==> src/rtl/fetch_pkg.sv <==
// Shared types and constants for the instruction fetch unit.
package fetch_pkg;

  localparam int unsigned XLEN        = 32;
  localparam int unsigned INSTR_BYTES = 4;

  typedef enum logic {
    IDLE  = 1'b0,
    FETCH = 1'b1
  } state_e;

  typedef struct packed {
    logic [XLEN-1:0] pc;
    logic [XLEN-1:0] instr;
  } entry_t;

endpackage

==> src/rtl/fetch_buffer.sv <==
// Two-entry in-order FIFO of fetched {pc, instr} pairs with single-cycle flush.
module fetch_buffer
  import fetch_pkg::*;
(
  input  logic       clk,
  input  logic       rst_n,
  input  logic       push,
  input  logic       pop,
  input  logic       flush,
  input  entry_t     push_entry,
  output entry_t     head,
  output logic [1:0] count
);

  entry_t     mem_q [2];
  entry_t     mem_d [2];
  logic       rd_ptr_q, rd_ptr_d;
  logic       wr_ptr_q, wr_ptr_d;
  logic [1:0] count_q, count_d;

  // Next-state for storage, pointers and occupancy; flush wins over push/pop.
  always_comb begin
    mem_d    = mem_q;
    rd_ptr_d = rd_ptr_q;
    wr_ptr_d = wr_ptr_q;
    count_d  = count_q;
    if (flush) begin
      rd_ptr_d = 1'b0;
      wr_ptr_d = 1'b0;
      count_d  = 2'd0;
    end else begin
      if (push) begin
        mem_d[wr_ptr_q] = push_entry;
        wr_ptr_d        = ~wr_ptr_q;
      end else begin
        wr_ptr_d = wr_ptr_q;
      end
      if (pop) begin
        rd_ptr_d = ~rd_ptr_q;
      end else begin
        rd_ptr_d = rd_ptr_q;
      end
      case ({push, pop})
        2'b10:   count_d = count_q + 2'd1;
        2'b01:   count_d = count_q - 2'd1;
        default: count_d = count_q;
      endcase
    end
  end

  // Storage, pointer and count registers.
  always_ff @(posedge clk or negedge rst_n) begin
    if (!rst_n) begin
      mem_q[0] <= '0;
      mem_q[1] <= '0;
      rd_ptr_q <= 1'b0;
      wr_ptr_q <= 1'b0;
      count_q  <= 2'd0;
    end else begin
      mem_q    <= mem_d;
      rd_ptr_q <= rd_ptr_d;
      wr_ptr_q <= wr_ptr_d;
      count_q  <= count_d;
    end
  end

  assign head  = mem_q[rd_ptr_q];
  assign count = count_q;

endmodule

==> src/rtl/fetch_unit.sv <==
// Instruction fetch: IDLE/FETCH control, pc register and a 2-deep decode buffer.
module fetch_unit
  import fetch_pkg::*;
#(
  parameter int unsigned      Width       = XLEN,
  parameter logic [Width-1:0] ResetVector = 32'h0000_0000
) (
  input  logic             clk,
  input  logic             rst_n,
  input  logic             run,
  input  logic             redirect_valid,
  input  logic [Width-1:0] redirect_pc,
  output logic [Width-1:0] imem_address,
  output logic             imem_valid,
  input  logic [Width-1:0] imem_data,
  output logic             instr_valid,
  input  logic             instr_ready,
  output logic [Width-1:0] instr,
  output logic [Width-1:0] instr_pc
);

  state_e           state_q, state_d;
  logic [Width-1:0] pc_q, pc_d;
  logic [1:0]       count_s;
  logic             fetch_s;
  logic             pop_s;
  entry_t           push_entry_s;
  entry_t           head_s;
  logic             unused_redirect_lsb;

  assign unused_redirect_lsb = &{1'b0, redirect_pc[1:0]};

  // Fetch depends on count only, so instr_ready never reaches imem_valid directly.
  assign fetch_s      = (state_q == FETCH) && !redirect_valid && (count_s < 2'd2);
  assign instr_valid  = (count_s != 2'd0) && !redirect_valid;
  assign pop_s        = instr_valid && instr_ready;
  assign push_entry_s = '{pc: pc_q, instr: imem_data};

  // Run/stop state transition.
  always_comb begin
    state_d = state_q;
    case (state_q)
      IDLE:    state_d = run ? FETCH : IDLE;
      FETCH:   state_d = run ? FETCH : IDLE;
      default: state_d = IDLE;
    endcase
  end

  // Program counter: redirect target (word aligned), else advance on a fetch.
  always_comb begin
    pc_d = pc_q;
    if (redirect_valid) begin
      pc_d = {redirect_pc[Width-1:2], 2'b00};
    end else if (fetch_s) begin
      pc_d = pc_q + Width'(INSTR_BYTES);
    end else begin
      pc_d = pc_q;
    end
  end

  // Control state and pc registers.
  always_ff @(posedge clk or negedge rst_n) begin
    if (!rst_n) begin
      state_q <= IDLE;
      pc_q    <= ResetVector;
    end else begin
      state_q <= state_d;
      pc_q    <= pc_d;
    end
  end

  fetch_buffer u_buffer (
    .clk        (clk),
    .rst_n      (rst_n),
    .push       (fetch_s),
    .pop        (pop_s),
    .flush      (redirect_valid),
    .push_entry (push_entry_s),
    .head       (head_s),
    .count      (count_s)
  );

  assign imem_address = pc_q;
  assign imem_valid   = fetch_s;
  assign instr        = head_s.instr;
  assign instr_pc     = head_s.pc;

endmodule

==> config.mk <==
export PLATFORM = sky130hd
export DESIGN_NAME = fetch_unit
export DESIGN_NICKNAME = d
export VERILOG_FILES = /design/src/rtl/fetch_pkg.sv /design/src/rtl/fetch_buffer.sv /design/src/rtl/fetch_unit.sv
export SDC_FILE = /design/constraint.sdc
export NUM_CORES = 1
export LEC_CHECK = 0
export CAP_MARGIN = 20
export CORE_ASPECT_RATIO = 0.6
export CORE_MARGIN = 1.5
export CORE_UTILIZATION = 34
export CTS_CLUSTER_SIZE = 30
export DETAILED_ROUTE_END_ITERATION = 6
export MAX_ROUTING_LAYER = met4
export PLACE_DENSITY_LB_ADDON = 0.05
export SLEW_MARGIN = 20
export SYNTH_ARGS = -nofsm -noshare
export SYNTH_HDL_FRONTEND = slang
export SYNTH_SLANG_ARGS = --single-unit
==> constraint.sdc <==
create_clock -name clk -period 3.25 [get_ports clk]
set_clock_uncertainty 0.2 [all_clocks]
set_input_delay 0.4875 -clock clk [delete_from_list [all_inputs] [get_ports clk]]
set_output_delay 0.4875 -clock clk [all_outputs]
set_load 0.05 [all_outputs]
[Yosys cells after proc, flatten, opt, wreduce, memory -nomap -nowiden]
Cells that the tools add are included.
W data, S select, Z words.
Cells by class
  add/sub/neg operators: 3
  magnitude comparators: 4
  equality and inequality tests: 2
  multiplexer cells: 15
  bitwise operators: 5
  reduce and logical (&&, ||, !) cells: 11
Operators with widths (count)
  $mux W64: 4
  $bwmux W128: 1
  $demux W64 S1: 1
  $mux W32: 2
  $add A32 B3 Y32 const B: 1
  $reduce_bool A2 Y1: 3
  $logic_and A1 B1 Y1: 5
  $mux W1: 5
  $ge A2 B2 Y1 const B: 2
  $not A1 Y2: 2
  $pmux W2 S2: 1
  $not A1 Y1: 3
  $reduce_bool A3 Y1: 1
  $add A2 B1 Y2 const B: 1
  $eq A2 B1 Y1 const B: 1
  $eq A2 B2 Y1 const B: 1
  $lt A2 B1 Y1 const B: 1
  $lt A2 B2 Y1 const B: 1
  $mux W2: 1
  $reduce_and A2 Y1: 1
  $sub A2 B1 Y2 const B: 1
  $logic_not A1 Y1: 1
Word-level totals
  flip-flop bits (word level): 165
  output and inout bits: 98

[Depth between registers and ports, before layout]
  depth after elaboration: 6
  depth in mapped cells: 6

[Hierarchy]
A second synthesis with hierarchy kept.
Second synthesis, totals
  cell total of the unflattened synthesis: 573
  area total of the unflattened synthesis: 7883.8 um2
By module, submodules not included
  fetch_buffer: instances 1, cells each 360, area an instance 6035.8 um2
  fetch_unit: instances 1, cells each 213, area an instance 1848.0 um2

[Least setup slack after synthesis]
No wires, ideal clock.
  kind: reg2reg
  start: register pc_q[3] (netlist: imem_address[3])
  end: register pc_q[28] (netlist: imem_address[28])
  arrival time: 2051 ps
  data required time: 2968 ps
  setup slack: 917 ps
  stages on the path, launching flop included: 6
  buffers on the path: 0
  clock period less this slack: 2333 ps
  cells stage by stage: dfrtp_1 ha_1 and4b_1 nand4_2 or4_1 a31oi_1
Between the ends
  longest elaborated chain between the ends: 3
RTL lines
  start: declaration: line fetch_unit.sv:23  | logic [Width-1:0] pc_q, pc_d;
  start signal: assignment: line fetch_unit.sv:65  | pc_q <= ResetVector;
  start signal: assignment: line fetch_unit.sv:68  | pc_q <= pc_d;
  $add A32 B3 Y32: line fetch_unit.sv:55  | pc_d = pc_q + Width'(INSTR_BYTES);
  $mux W32: line fetch_unit.sv:54  | end else if (fetch_s) begin
  $mux W32: line fetch_unit.sv:52  | if (redirect_valid) begin
Every way passes these cells. The select of a mux whose other input is x is not followed.
A chain may end at the register's enable or synchronous reset.

[Worst setup path after layout]
  start: register u_buffer.rd_ptr_q
  end: output instr_pc[26]
Between the ends
  longest elaborated chain between the ends: 4
RTL lines
  start: declaration: line fetch_buffer.sv:17  | logic rd_ptr_q, rd_ptr_d;
  start signal: assignment: line fetch_buffer.sv:61  | rd_ptr_q <= rd_ptr_d;
  $not A1 Y2 (implied by the code): line fetch_buffer.sv:67  | assign head = mem_q[rd_ptr_q];
  $mux W64 (implied by the code) (3 in series): line fetch_buffer.sv:67
  end: declaration: line fetch_unit.sv:19  | output logic [Width-1:0] instr_pc
Every way passes these cells. The select of a mux whose other input is x is not followed.

==> flow_summary.yaml <==
placement:
  io_buffers: 160
  place_ws_ns: 0.499
  gp_congestion: 0.786
  dpl-instance-area_um2: 9360
  dpl.cell_count: 985
  dpl.hpwl_mm: 12.8
die:
  io_pins: 167
  die_area_um2: 22600
  fp-row-count: 41
  die_x_um: 193
  die_h_um: 117
  core_area_um2: 21100
  initial_utilization: 0.349
cts:
  cts_resized: 0
  clk_path_buf_depth: 2
  numCtsBuffers: 17
  clkLatencyLatePin_ns: 0.43
  cts_tree: "yes"
  clk_pin_slew_ns: 0.06
  clockRootBuffer: "clkbuf_16"
  cts_max_level: 4
  cts_sinks: 159
route:
  wl_per_cell_um: 18.7
  vias: 5130
  vias_per_cell: 5.04
  drc: 0
  drtIter0Drc: 226
  ant_nets: 0
  drt_pass1_iterations: 4
  wl_mm: 19.0
min_path:
  whs_endpoint: "u_buffer.mem_q[106]$_DFFE_PN0P_"
  hp-start: "u_buffer.mem_q[106]$_DFFE_PN0P_"
  hold_class: "register to register"
  holdPathStages: 1
finish:
  drive_gt1_frac: 0.314
  final_cell_area_um2: 10000
  areaGrowthSynthToFinish_pct: 35.6
  nets: 797
  fin_util: 0.474
  stdcell_count: 1018
timing:
  max_freq_mhz: 329
  finalSetupViolations: 0
  slew_headroom: 0.426
  rsz0062_at_grt: "no"
  worst_pin_slew_ns: 0.861
  min_period_over_period: 0.935
  report.final.hold_viol_count: 0
  fin_crit_ns: 3.04
  fin_hold_ws_ns: 0.289
  slew_violations: 0
  worst_slack_ns: 0.211
  tns_ns: 0
synth:
  synth-seq-cells: 159
  syn_area_um2: 7380
  ys_seq_area_frac: 0.539
  postSynthAreaPerCell_um2: 13.0
  netlist_instances: 570
  yosys_warnings: 0
  async_flop_share: 1.00
  synth_flop_cell: "dfrtp_1"
  synth_edf_count: 0
  ys_types: 44
grt:
  gr-total-overflow: 0
  grt_max_degree: 88
  grt_use_total: 0.178
  grt_pass1_wl_mm: 29.8
  grt_pass1_vias: 5444
  antenna_found_initial: 1
pwr:
  total_power_mw: 7.47
  powerDensity_nw_per_um2: 746
  peakVddDrop_mv: 0.374
  leakagePower_nw: 3.97
setup_path:
  reg2reg_slack_ns: 0.74
  worstSetupPathType: "register to output pin"
  r2r_start: "imem_address[5]$_DFFE_PN0P_"
  crit_required_ns: 2.56
  cp.arrival_ns: 2.35
  start_kind: "register"
  rr_worst_depth: 4
  endpoint_kind: "output pin"
  r2r-end: "imem_address[21]$_DFFE_PN0P_"
  cp_max_fo: 20
  worstSetupStartpoint: "u_buffer.rd_ptr_q$_DFFE_PN0P_"
flow_run:
  cap_violations: 0
run_status:
  outcome: "complete, no violations"
-- worst max-delay path, stage by stage, from the launching register on --
cell,delay [ns]
dfrtp_4,0.60
buf_12,0.22
mux2_2,0.35
clkdlybuf4s50_1,0.74
-- flip-flops by register name, indices dropped and copies added, names as in the netlist --
signal / count
imem_address: 30
state_q: 1
u_buffer.count: 2
u_buffer.mem_q: 124
u_buffer.rd_ptr_q: 1
u_buffer.wr_ptr_q: 1
-- cell usage after synthesis, types with 5 or more instances --
cell type,number,area (um^2)
mux2_2,182,2050
nor2_1,17,63.8
or4_1,11,82.6
o21ai_0,14,70.1
a31oi_1,10,62.6
buf_2,19,95.1
clkbuf_1,10,37.5
nand3_1,14,70.1
buf_1,6,22.5
xor2_1,9,78.8
nor4_1,5,31.3
nand2_1,29,109
xnor2_1,6,52.6
dfrtp_1,159,3980
nand4_1,9,56.3
o31ai_1,8,60.1
-- kinds of logic (layout without fill, tap and decap cells) --
| logic type | Yosys count | in the layout | synth area share |
|---|---|---|---|
| multiplexers | 186 | 186 | 0.284 |
| other | 1 | 5 | 0.000508 |
| XOR/XNOR | 15 | 15 | 0.0178 |
| buffers and inverters | 44 | 209 | 0.0278 |
| flip-flops | 159 | 159 | 0.539 |
| AND/OR/NAND/NOR | 115 | 115 | 0.0866 |
| adder cells (fa/ha/maj) | 1 | 1 | 0.00169 |
| AO/OA/AOI/OAI | 49 | 49 | 0.0430 |
-- worst max path at each step --
stage | endpoint | slack [ns] | depth (start not counted)
6_report | instr_pc[26] | 0.21 | 3
5_1_grt | instr_pc[26] | 0.14 | 3
4_1_cts | instr_pc[9] | 0.03 | 3
3_5_place_dp | instr_pc[9] | 0.50 | 3
3_3_place_gp | instr_pc[9] | 0.49 | 3
2_1_floorplan | imem_address[28]$_DFFE_PN0P_ | 0.92 | 5
-- routing by layer --
layer  track usage  vias up  part of all wire
met5             -        -                 0
met4        0.0548        0            0.0074
met3        0.0493       11             0.048
met2         0.265      106              0.47
met1         0.237     2628              0.48
li1              -     2385                 -
-- power by group --
part	total [mW]	switching [mW]	internal, mW
Clock	2.07	0.769	1.30
Sequential	2.80	0.312	2.49
Combinational	2.60	1.47	1.13
-- placed cells by master, fill, tap and decap left out, types with 7 or more instances in the layout --
cell type	Yosys	layout
buf_12	0	8
o21ai_0	14	14
o31ai_1	8	8
mux2_2	182	182
buf_4	4	7
nand3_1	14	14
dfrtp_1	159	158
nor2_1	17	17
clkdlybuf4s50_1	0	157
nand4_1	9	9
clkbuf_16	0	18
a31oi_1	10	10
xor2_1	9	9
or4_1	11	11
nand2_1	29	29
-- cell type report --
cell class | instances | area, um^2
repair buffers | 175 | 1830
diodes | 1 | 2.50
well taps | 279 | 349
inverters | 4 | 15.0
fillers | 1891 | 11100
clock buffers | 24 | 502
flip-flops and latches | 159 | 3980
clock inverters | 6 | 105
multi-input cells | 370 | 3220
-- what timing repair did --
action	CTS	global route
hold endpoints to repair	84	0
buffers inserted	0	1
hold buffers	1	0
setup endpoints to repair	0	4
(Power assumes the default switching activity.)
